## config.mk

```make
export PLATFORM = sky130hd
export DESIGN_NAME = bouncing_ball
export DESIGN_NICKNAME = d
export VERILOG_FILES = /design/src/rtl/bouncing_ball_pkg.sv /design/src/rtl/bouncing_ball_axis.sv /design/src/rtl/bouncing_ball.sv
export SDC_FILE = /design/constraint.sdc
export NUM_CORES = 1
export LEC_CHECK = 0
export CORE_MARGIN = 2
export CORE_UTILIZATION = 55
export CTS_CLUSTER_DIAMETER = 200
export DETAILED_ROUTE_END_ITERATION = 7
export HOLD_SLACK_MARGIN = 0.05
export PLACE_DENSITY = 0.76
export RECOVER_POWER = 50
export SETUP_SLACK_MARGIN = 0.2
export SLEW_MARGIN = 20
export SYNTH_ARGS = -nofsm -noshare
export SYNTH_HDL_FRONTEND = slang
export SYNTH_SLANG_ARGS = --single-unit
```

## constraint.sdc

```tcl
create_clock -name i_Clk -period 2.6 [get_ports i_Clk]
set_input_delay 0.65 -clock i_Clk [delete_from_list [all_inputs] [get_ports i_Clk]]
set_output_delay 0.65 -clock i_Clk [all_outputs]
set_load 0.02 [all_outputs]
```

## src/rtl/bouncing_ball_pkg.sv

```systemverilog
// Shared constants, direction encoding and arithmetic helpers for the bouncing-ball pixel source.
package bouncing_ball_pkg;

    // Visible area of the VGA timing stage, kept equal to the shared timing constants.
    localparam int H_VISIBLE_AREA = 640;
    localparam int V_VISIBLE_AREA = 480;

    // Beam counters and ball positions are 10 bits; comparisons widen to 11 so they cannot wrap.
    localparam int POS_W  = 10;
    localparam int CALC_W = 11;

    // Direction FSM states: INC moves towards the far edge, DEC towards zero.
    localparam logic [0:0] ST_INC = 1'b0;
    localparam logic [0:0] ST_DEC = 1'b1;

    typedef struct packed {
        logic [POS_W-1:0] pos;
        logic [0:0]       dir;
        logic             bounce;
    } axis_next_t;

    // One movement step of one axis, including reflection at 0 and at the limit.
    function automatic axis_next_t axis_step(
        input logic [POS_W-1:0]  pos,
        input logic [0:0]        dir,
        input logic [CALC_W-1:0] limit,
        input logic [CALC_W-1:0] speed
    );
        axis_next_t       nxt;
        logic [CALC_W-1:0] p;
        p          = CALC_W'(pos);
        nxt.pos    = pos;
        nxt.dir    = dir;
        nxt.bounce = 1'b0;
        if (dir == ST_INC) begin
            if (p + speed >= limit) begin
                nxt.pos    = limit[POS_W-1:0];
                nxt.dir    = ST_DEC;
                nxt.bounce = 1'b1;
            end else begin
                nxt.pos = POS_W'(p + speed);
            end
        end else begin
            if (p <= speed) begin
                nxt.pos    = '0;
                nxt.dir    = ST_INC;
                nxt.bounce = 1'b1;
            end else begin
                nxt.pos = POS_W'(p - speed);
            end
        end
        return nxt;
    endfunction

    // True when v lies in [lo, lo+size), evaluated with one bit of headroom.
    function automatic logic in_span(
        input logic [POS_W-1:0] v,
        input logic [POS_W-1:0] lo,
        input int               size
    );
        logic [CALC_W-1:0] v_w;
        logic [CALC_W-1:0] lo_w;
        v_w  = CALC_W'(v);
        lo_w = CALC_W'(lo);
        return (v_w >= lo_w) && (v_w < lo_w + CALC_W'(size));
    endfunction

endpackage

```

## src/rtl/bouncing_ball_axis.sv

```systemverilog
// One axis of ball motion: position register plus INC/DEC direction FSM, stepped on each tick.
module ball_axis
    import bouncing_ball_pkg::*;
#(
    parameter int p_LIMIT = 624,
    parameter int p_SPEED = 2,
    parameter int p_INIT  = 100
) (
    input  logic             i_Clk,
    input  logic             i_Rst_n,
    input  logic             i_Tick,
    output logic [POS_W-1:0] o_Pos,
    output logic             o_Bounce
);

    logic [POS_W-1:0] r_pos;
    logic [0:0]       r_state;
    logic             r_bounce;
    axis_next_t       w_next;

    // Candidate next position/direction computed from the current registered state.
    always_comb begin
        w_next = axis_step(r_pos, r_state, CALC_W'(p_LIMIT), CALC_W'(p_SPEED));
    end

    // Commit the step on a tick; the bounce flag is a single-cycle pulse.
    always_ff @(posedge i_Clk) begin
        if (!i_Rst_n) begin
            r_pos    <= POS_W'(p_INIT);
            r_state  <= ST_INC;
            r_bounce <= 1'b0;
        end else begin
            r_bounce <= 1'b0;
            if (i_Tick) begin
                r_pos    <= w_next.pos;
                r_state  <= w_next.dir;
                r_bounce <= w_next.bounce;
            end
        end
    end

    assign o_Pos    = r_pos;
    assign o_Bounce = r_bounce;

endmodule

```

## src/rtl/bouncing_ball.sv

```systemverilog
// Ball pixel source: tracks the beam from line/frame reset pulses and renders a moving square.
module bouncing_ball
    import bouncing_ball_pkg::*;
#(
    parameter int p_SIZE     = 16,
    parameter int p_SPEED    = 2,
    parameter int p_FRAMES   = 1,
    parameter int p_X0       = 100,
    parameter int p_Y0       = 50,
    parameter int p_COL_INIT = 1
) (
    input  logic i_Clk,
    input  logic i_Rst_n,
    input  logic i_HReset,
    input  logic i_VReset,
    input  logic i_Pause,
    output logic o_Video,
    output logic o_Bounce
);

    localparam logic [3:0]       FC_LAST  = 4'(p_FRAMES - 1);
    localparam logic [POS_W-1:0] COL_INIT = POS_W'(p_COL_INIT);

    logic [POS_W-1:0] r_col;
    logic [POS_W-1:0] r_row;
    logic [3:0]       r_fc;
    logic             r_tick;
    logic             r_video;
    logic             w_tick;
    logic             w_in_ball;
    logic [POS_W-1:0] w_x;
    logic [POS_W-1:0] w_y;
    logic             w_bounce_x;
    logic             w_bounce_y;

    // Beam position: column restarts after each line pulse, row clears on the frame pulse.
    always_ff @(posedge i_Clk) begin
        if (!i_Rst_n) begin
            r_col <= COL_INIT;
            r_row <= '0;
        end else begin
            r_col <= i_HReset ? COL_INIT : r_col + POS_W'(1);
            if (i_VReset) begin
                r_row <= '0;
            end else if (i_HReset) begin
                r_row <= r_row + POS_W'(1);
            end
        end
    end

    // Frame divider: counts every frame (paused or not) and registers an update tick.
    always_ff @(posedge i_Clk) begin
        if (!i_Rst_n) begin
            r_fc   <= '0;
            r_tick <= 1'b0;
        end else begin
            r_tick <= 1'b0;
            if (i_VReset) begin
                if (r_fc == FC_LAST) begin
                    r_fc   <= '0;
                    r_tick <= 1'b1;
                end else begin
                    r_fc <= r_fc + 4'd1;
                end
            end
        end
    end

    // Pause only masks the movement; the divider keeps its phase.
    assign w_tick = r_tick & ~i_Pause;

    ball_axis #(
        .p_LIMIT (H_VISIBLE_AREA - p_SIZE),
        .p_SPEED (p_SPEED),
        .p_INIT  (p_X0)
    ) u_axis_x (
        .i_Clk    (i_Clk),
        .i_Rst_n  (i_Rst_n),
        .i_Tick   (w_tick),
        .o_Pos    (w_x),
        .o_Bounce (w_bounce_x)
    );

    ball_axis #(
        .p_LIMIT (V_VISIBLE_AREA - p_SIZE),
        .p_SPEED (p_SPEED),
        .p_INIT  (p_Y0)
    ) u_axis_y (
        .i_Clk    (i_Clk),
        .i_Rst_n  (i_Rst_n),
        .i_Tick   (w_tick),
        .o_Pos    (w_y),
        .o_Bounce (w_bounce_y)
    );

    // Beam-inside-ball test against the current registered position.
    always_comb begin
        w_in_ball = in_span(r_col, w_x, p_SIZE) && in_span(r_row, w_y, p_SIZE);
    end

    // Register the pixel so the output lags its (col, row) by one cycle.
    always_ff @(posedge i_Clk) begin
        if (!i_Rst_n) begin
            r_video <= 1'b0;
        end else begin
            r_video <= w_in_ball;
        end
    end

    assign o_Video  = r_video;
    assign o_Bounce = w_bounce_x | w_bounce_y;

endmodule

```

Word level (Yosys, flattened, before mapping) --
Index checks and enable logic that the tools add are counted.
Storage, ports and cells: bits of input ports 5, output and inout bits 2, register bits 50, word-level logic and storage cells 52
Cells by class: $lt $le $gt $ge 8, bitwise gates (word level) 4, add/sub/neg operators 9, muxes and demuxes 12, reduce and logical (&&, ||, !) cells 8
Operators by type and width (number):
- $mux W10 | 4
- $mux W12 | 2
- $add A10 B2 Y11 const B | 2
- $add A10 B5 Y11 const B | 2
- $lt A10 B11 Y1 | 2
- $add A10 B1 Y10 const B | 2
- $ge A10 B10 Y1 | 2
- $le A10 B2 Y1 const B | 2
- $sub A10 B2 Y10 const B | 2
- $ge A11 B10 Y1 const B | 1
- $ge A11 B9 Y1 const B | 1
- $mux W2 | 4
- $add A4 B1 Y4 const B | 1
- $logic_not A4 Y1 | 1
- $mux W4 | 1
- $reduce_and A2 Y1 | 2
- $reduce_or A2 Y1 | 2
- $logic_and A1 B1 Y1 | 3
- $not A1 Y1 | 2
- $and A1 B1 Y1 | 1
- $mux W1 | 1
- $or A1 B1 Y1 | 1

Depth between registers and ports, before layout --
Gate-level depths: netlist of the first run.
depth after elaboration 4, mapped depth 10, mapped depth without buffers 9

Hierarchy --
Synthesis of the first run repeated with hierarchy kept, for this count alone.
Second synthesis, totals: cell total of the unflattened synthesis 504, area total of the unflattened synthesis 4000.1 um2
By module, submodules not included:
- bouncing_ball | instances 1, area each 2016.9 um2, sequential area each 520.5 um2, cells an instance 241
- ball_axis at u_axis_y | instances 1, area each 1001.0 um2, sequential area each 220.2 um2, cells an instance 127
- ball_axis at u_axis_x | instances 1, area each 982.2 um2, sequential area each 220.2 um2, cells an instance 136

Worst setup path before layout of the first run --
Ideal clock, no wire load.
path type flip-flop to flip-flop, from reg u_axis_y.r_pos[4], in the netlist u_axis_y.o_Pos[4], to reg u_axis_y.r_pos[4], in the netlist u_axis_y.o_Pos[4], setup time 87 ps, path buffers 1, period minus slack after synthesis 2576 ps, data required time 2513 ps, arrival 2489 ps, setup slack 24 ps, cell stages (with the launch flop) 10, path through dfxtp_1 > clkbuf_1 > inv_1 > ha_1 > nor4b_1 > o41a_1 > or4_1 > a21oi_1 > nor4_1 > o31ai_1
On the way: cells in the longest elaborated chain, start to end 4, elaborated cells on any way between the ends 7, classes of those cells add/sub: 2; order compare: 2; mux: 3
Ends and longest elaborated chain:
- start, declared | RTL line bouncing_ball_axis.sv:16 | logic [POS_W-1:0] r_pos;
- start signal, assigned | RTL line bouncing_ball_axis.sv:29 | r_pos <= POS_W'(p_INIT);
- start signal, assigned | RTL line bouncing_ball_axis.sv:35 | r_pos <= w_next.pos;
- $add A10 B2 Y11 | RTL line bouncing_ball_pkg.sv:36 | if (p + speed >= limit) begin
- $ge A11 B9 Y1 | RTL line bouncing_ball_pkg.sv:36
- $mux W10 | RTL line bouncing_ball_pkg.sv:36
- $mux W12 (*) | RTL line bouncing_ball_pkg.sv:35 | if (dir == ST_INC) begin
Every way passes the cells marked *; elsewhere a longest branch is shown, timed or not. A chain may end at the register's enable or synchronous reset.

Final worst setup path of the first run --
from in i_Rst_n, to reg r_row[7]
On the way: cells in the longest elaborated chain, start to end 2
Ends and longest elaborated chain:
- start, declared | RTL line bouncing_ball.sv:13 | input logic i_Rst_n,
- $not A1 Y1 (no source line)
- $reduce_or A2 Y1 (no source line)
- end signal, assigned | RTL line bouncing_ball.sv:46 | r_row <= r_row + POS_W'(1);
- end, declared | RTL line bouncing_ball.sv:25 | logic [POS_W-1:0] r_row;
Every way passes these cells.

==> results.yml, run 1 <==
run_status:
  status: "finished clean"
finish:
  diodes: 0
  layout-drive-gt1-share_pct: 12.4
  final_nets: 537
  area_growth_pct: 12.5
  post-route-util_pct: 64.9
setup_path:
  crit_arrival_ps: 2600
  critical_path.max_stage_delay_ps: 670
  critPathKind: "primary input to flip-flop"
  crit_chain: "dlygate4sd3_1, clkbuf_1, nand2b_1, a21oi_1"
  endpoint_kind: "flip-flop"
  required_ps: 2850
  cp_slowest_cell: "clkbuf_1"
  worst_setup_path_start_kind: "primary input"
  cp_max_fo: 14
  path_buf_inv: 2
  worst-r2r-setup-slack_ps: 250
  cp_top_family: "buffers and inverters"
global_route:
  first_global_vias: 3314
  grt_max_degree: 18
  grt_pass1_wl_um: 15600
  grt_util_all_layers_pct: 25.9
  overflow: 0
  antenna_found_initial: 0
die:
  coreArea_mm2: 0.00642
  dieArea_mm2: 0.00741
  ios: 7
  die_height_um: 86.1
  die_w_um: 86.1
  row_count: 29
  start_util_pct: 57.7
routing:
  route.detailed.vias_per_inst: 6.49
  firstDrtPassIters: 5
  post_drt_wl_per_cell_um: 17.4
  first_iter_violations: 279
  drt_drc_violations_left: 0
  vias: 3649
  routed_wl_um: 9770
  antenna_left: 0
power:
  p_total_mw: 1.50
  vdd_drop_max_mv: 0.243
  power.leakage_nw: 1.65
  powerDensity_mw_per_mm2: 359
place:
  gp_congestion: 0.998
  hpwlAfterDp_um: 6970
  port_buffers: 6
  place_worst_setup_slack_ps: 226
synth:
  synth_area_mm2: 0.00370
  seq_area_frac_synth_pct: 25.9
  synth-main-ff-cell: "dfxtp_1"
  synth_cell_type_count: 60
  yosysWarnings: 0
  syn_avg_cell_area_um2: 7.93
  synthCells: 467
  ys_seq_elements: 48
  synth_edf_count: 0
  async_reset_ff_share_pct: 0
  syn-num-nets: 520
timing:
  setup_violations: 0
  fin_skew_ps: 6.04
  hold_violations: 0
  worst_pin_slew_ps: 845
  fin_ws_ps: 244
  fmax_ghz: 0.424
  fin_crit_ps: 2360
  fin_crit_sh_pct: 90.6
  whs_ps: 433
  fin_tns_setup_ps: 0
  slew_violations: 0
  rsz0062_at_grt: "true"
  maxSlewHeadroom_pct: 43.7
clock_tree:
  root_buffer: "clkbuf_8"
  clk_pin_slew_ps: 100
  cts_tree: "yes"
  clock_sinks: 48
  cts_hold_buf: 0
  htree_levels: 2
  numCtsBuffers: 5
  cts_buffer_depth: 2
  worstSkewPairLatency_ps: 320
flow_run:
  maxCapViolCount: 0
min_path:
  min_path_type: "flip-flop to flip-flop"
## timing repair
action	CTS	global route
endpoints found under the setup margin	0	14
setup buffers	0	8
resized for setup	0	28
endpoints found under the hold margin	0	0
## flip-flops by register name, summed over array words and instances (netlist names)
register,cells
u_axis_y.o_Bounce,1
r_row,10
u_axis_x.r_state,1
r_fc,4
u_axis_y.r_state,1
u_axis_y.o_Pos,9
u_axis_x.o_Bounce,1
u_axis_x.o_Pos,9
r_col,10
r_tick,1
o_Video,1
## cells in the mapped netlist, types with 2 or more instances
cell       instances  area, um2
xnor2_1           24        210
nand3b_1           2       15.0
nor4b_1            2       17.5
a2bb2oi_1          2       17.5
xor2_1            11       96.3
a32oi_1            2       17.5
o31ai_1            6       45.0
nor3_1            11       55.1
nand4_1            8       50.1
nor4_1             5       31.3
a21oi_1           30        150
o221ai_1           3       26.3
nand2_1           41        154
nor2b_1            3       18.8
and2_1             3       18.8
o22ai_1            4       25.0
ha_1              48        601
a21o_1             4       30.0
or4_1              3       22.5
or3_1              6       37.5
nand3_1           20        100
a31oi_1            2       12.5
buf_2              3       15.0
and4_1             3       26.3
clkbuf_1          17       63.8
o21ai_1            2       10.0
mux2i_1            2       20.0
a211o_1            3       26.3
nor2_1            41        154
a211oi_1           3       22.5
dfxtp_1           48        961
and3_1             8       50.1
inv_1             27        101
nand2b_1           4       25.0
o41ai_1            3       26.3
o21a_1             5       37.5
o311ai_0           3       26.3
o211ai_1           4       30.0
o21ai_0           27        135
a2111oi_0          4       35.0
## per-layer routing
layer	vias up	share of wire (%)	GRT usage, %
met4	0	4.1	11.1
met1	1712	43	33.9
met2	163	47	42.5
li1	1726	-	-
met3	48	5.8	3.56
met5	-	0	0
## where the power goes
part,internal (mW),switching [mW]
logic,0.0657,0.0987
registers,0.748,0.0199
clock network,0.285,0.278
## metrics by stage
stage	cell area (um2)	cells
4_1_cts	4020	554
5_1_grt	4170	562
2_1_floorplan	3720	467
3_5_place_dp	3910	546
6_report	4170	562
3_3_place_gp	3910	546
## worst reg2reg max path, cell delays in order, from the launching register on
cell and delay, ps:
dfxtp_1 450, ha_2 280, nand4_1 110, or4b_2 650
a21o_1 190, o31a_1 150, a211o_1 320, a21oi_2 130
## placed cells by master (no fill, tap or decap), types with 4 or more instances in the layout
cell	n
dfxtp_1	40
xor2_1	11
or3_1	6
a21oi_1	28
nand3_1	19
ha_1	45
clkdlybuf4s50_1	4
o31ai_1	6
a21o_1	4
o21ai_0	26
nor3_1	11
nand2b_1	4
o211ai_1	4
nand2_1	40
xnor2_1	24
o22ai_1	4
nand4_1	8
dfxtp_2	7
nor2_1	41
inv_1	27
and3_1	8
clkbuf_8	5
buf_4	22
o21a_1	5
## logic make-up (layout without fill, tap and decap cells)
group / count (synthesis) / in the layout / synth area share [%]
muxes: 3 / 3 / 0.844
and+or+nand+nor: 167 / 167 / 22.9
xor gates and xnor gates: 35 / 35 / 8.27
buffers and inverters: 49 / 67 / 5.17
AOI/OAI and AO/OA: 117 / 117 / 20.6
DFF: 48 / 48 / 25.9
adders and majority gates: 48 / 48 / 16.2
## final timing paths
| path | startpoint | end | cells after the start |
|---|---|---|---|
| hold reg to reg | r_col[0]$_SDFF_PP1_ | r_col[0]$_SDFF_PP1_ | 1 |
| hold / removal | r_col[0]$_SDFF_PP1_ | r_col[0]$_SDFF_PP1_ | 1 |
| setup reg to reg | u_axis_x.o_Pos[2]$_SDFFE_PN1P_ | u_axis_x.o_Pos[1]$_SDFFE_PN0P_ | 7 |
| setup / recovery | i_Rst_n | r_row[7]$_SDFFE_PP0P_ | 4 |
## area by class of cell
class,count,area (um2)
flip-flops and latches,48,973
inverters,27,101
clock inverters,3,42.5
clock buffers,5,68.8
well taps,77,96.3
fillers,553,2250
multi-input cells,370,2620
repair buffers,32,263
(Power assumes the default switching activity.)
==> inputs of run 2 (changes only) <==
Settings changed: CORE_ASPECT_RATIO set to 1.2, DONT_BUFFER_PORTS set to 1, PLACE_DENSITY 0.76 to 0.72.
Clock period 2.6 ns to 2.8 ns, I/O delays scaled along.
==> run 2 against run 1 <==
  * Die area about the same
  * Critical endpoint is now u_axis_x.o_Pos[1]$_SDFFE_PN0P_
  * Sequential share of layout area up 1.2 points
  * Largest power group unchanged
  * Global-route usage down 0.75 points
  * Clock power down 12%
  * Routed wire length down 12%
==> results.yml, run 2 (synthesis results as in run 1) <==
run_status:
  status: "finished clean"
timing:
  fmax_ghz: 0.403
  setup_violations: 0
  fin_tns_setup_ps: 0
  fin_skew_ps: 11.8
  maxSlewHeadroom_pct: 50.9
  rsz0062_at_grt: "false"
  hold_violations: 0
  fin_crit_sh_pct: 88.6
  slew_violations: 0
  fin_crit_ps: 2480
  worst_pin_slew_ps: 727
routing:
  wl_met2_um: 4350
  post_drt_wl_per_cell_um: 15.6
  wl_met1_um: 3640
  drt_drc_violations_left: 0
  first_iter_violations: 173
  routed_wl_um: 8570
  antenna_left: 0
  highest_layer: "met4"
  wl_met3_um: 427
  route.detailed.vias_per_inst: 6.12
  firstDrtPassIters: 5
  vias: 3364
power:
  power.leakage_nw: 1.56
  p_total_mw: 1.33
  powerDensity_mw_per_mm2: 340
  vdd_drop_max_mv: 0.192
clock_tree:
  root_buffer: "clkbuf_8"
  cts_tree: "yes"
  cts_hold_buf: 0
  clock_sinks: 48
  cts_resized: 0
  cts_buffer_depth: 2
  cts_setup_buffers: 0
  numCtsBuffers: 5
  htree_levels: 2
  worstSkewPairLatency_ps: 300
  clk_pin_slew_ps: 90
setup_path:
  required_ps: 3030
  worst_setup_path_start_kind: "flip-flop"
  crit_arrival_ps: 2720
  r2r-start: "u_axis_x.o_Pos[4]$_SDFFE_PN0P_"
  rr_worst_depth: 7
  cp_max_fo: 7
  worst-r2r-setup-slack_ps: 320
  critPathKind: "flip-flop to flip-flop"
  crit_chain: "ha_1, nand3_1, or4b_1, a211o_1, o31a_1, a211o_1, a21oi_1"
  cp_common_cell: "a211o_1"
  endpoint_kind: "flip-flop"
  critical_path.max_stage_delay_ps: 530
  r2r_end: "u_axis_x.o_Pos[1]$_SDFFE_PN0P_"
  cp_slowest_cell: "or4b_1"
global_route:
  grt_util_all_layers_pct: 25.1
  antenna_found_initial: 0
  overflow: 0
  first_global_vias: 3272
  grt_pass1_wl_um: 15100
  grt_max_degree: 21
finish:
  final_nets: 517
  mostFrequentLayoutCells: "48 x ha_1, 48 x dfxtp_1, 41 x nand2_1, 41 x nor2_1, 30 x a21oi_1"
  largestRegisters: "r_col x10, r_row x10"
  diodes: 0
  area_growth_pct: 5.78
  layout-drive-gt1-share_pct: 5.59
min_path:
  min_to: "r_col[0]$_SDFF_PP1_"
  min_path_type: "flip-flop to flip-flop"
  min_from: "r_col[0]$_SDFF_PP1_"
  holdPathStages: 1
die:
  die_height_um: 93.9
  dieArea_mm2: 0.00741
  ios: 7
  start_util_pct: 57.1
  die_w_um: 78.9
  coreArea_mm2: 0.00649
  row_count: 32
place:
  port_buffers: 0
  gp_congestion: 0.987
  hpwlAfterDp_um: 6510
flow_run:
  maxCapViolCount: 0
[run 2: cell count changes in the layout (fill, tap and decap cells not counted), sizes merged]
cell,change
dlygate4sd3,-2
clkinvlp,-1
buf,-13
clkdlybuf4s50,-4
[run 2: how the worst max path moves through the flow]
stage,endpoint,startpoint
CTS,u_axis_x.o_Pos[1]$_SDFFE_PN0P_,u_axis_x.o_Pos[4]$_SDFFE_PN0P_
detailed placement,u_axis_x.o_Pos[1]$_SDFFE_PN0P_,u_axis_x.o_Pos[4]$_SDFFE_PN0P_
global route,u_axis_x.o_Pos[1]$_SDFFE_PN0P_,u_axis_x.o_Pos[4]$_SDFFE_PN0P_
finish,u_axis_x.o_Pos[1]$_SDFFE_PN0P_,u_axis_x.o_Pos[4]$_SDFFE_PN0P_
global placement,u_axis_x.o_Pos[1]$_SDFFE_PN0P_,u_axis_x.o_Pos[4]$_SDFFE_PN0P_
floorplan,u_axis_y.o_Pos[4]$_SDFFE_PN1P_,u_axis_y.o_Pos[4]$_SDFFE_PN1P_
[run 2: final cells by class]
type	count	area, um2
multi-input cells	370	2550
well taps	85	106
inverters	27	101
repair buffers	12	90.1
flip-flops and latches	48	961
clock buffers	6	72.6
fillers	596	2570
clock inverters	2	35.0
[run 2: worst max-delay path, delay by kind of cell (launching register included)]
| family | cells | cell delay [ps] |
|---|---|---|
| adder cells (fa/ha/maj) | 1 | 240 |
| AND/OR/NAND/NOR | 2 | 690 |
| flip-flops | 1 | 470 |
| AO/OA/AOI/OAI | 4 | 1020 |
[run 2: routing by layer]
layer | GRT usage, % | vias up
met3 | 2.50 | 16
met2 | 45.2 | 104
met1 | 31.5 | 1549
met5 | 0 | -
li1 | - | 1695
met4 | 7.90 | 0
[run 2: report_power, final]
| part | switching, mW | internal (mW) | leakage [nW] |
|---|---|---|---|
| Combinational | 0.0763 | 0.0509 | 1.11 |
| Sequential | 0.0171 | 0.694 | 0.389 |
| Clock | 0.230 | 0.265 | 0.0552 |
| Total | 0.323 | 1.01 | 1.56 |
[run 2: per-stage QoR]
step                      hold slack [ps]  setup WS (ps)  instances  area [um2]  utilization (%)
after floorplan                       397            224        467        3700                -
after global placement                408            431        542        3810             58.8
final                                 428            320        550        3920             60.4
after detailed placement              412            383        542        3810             58.8
after CTS                             433            354        550        3920             60.4
after global routing                  458            222        550        3920             60.4
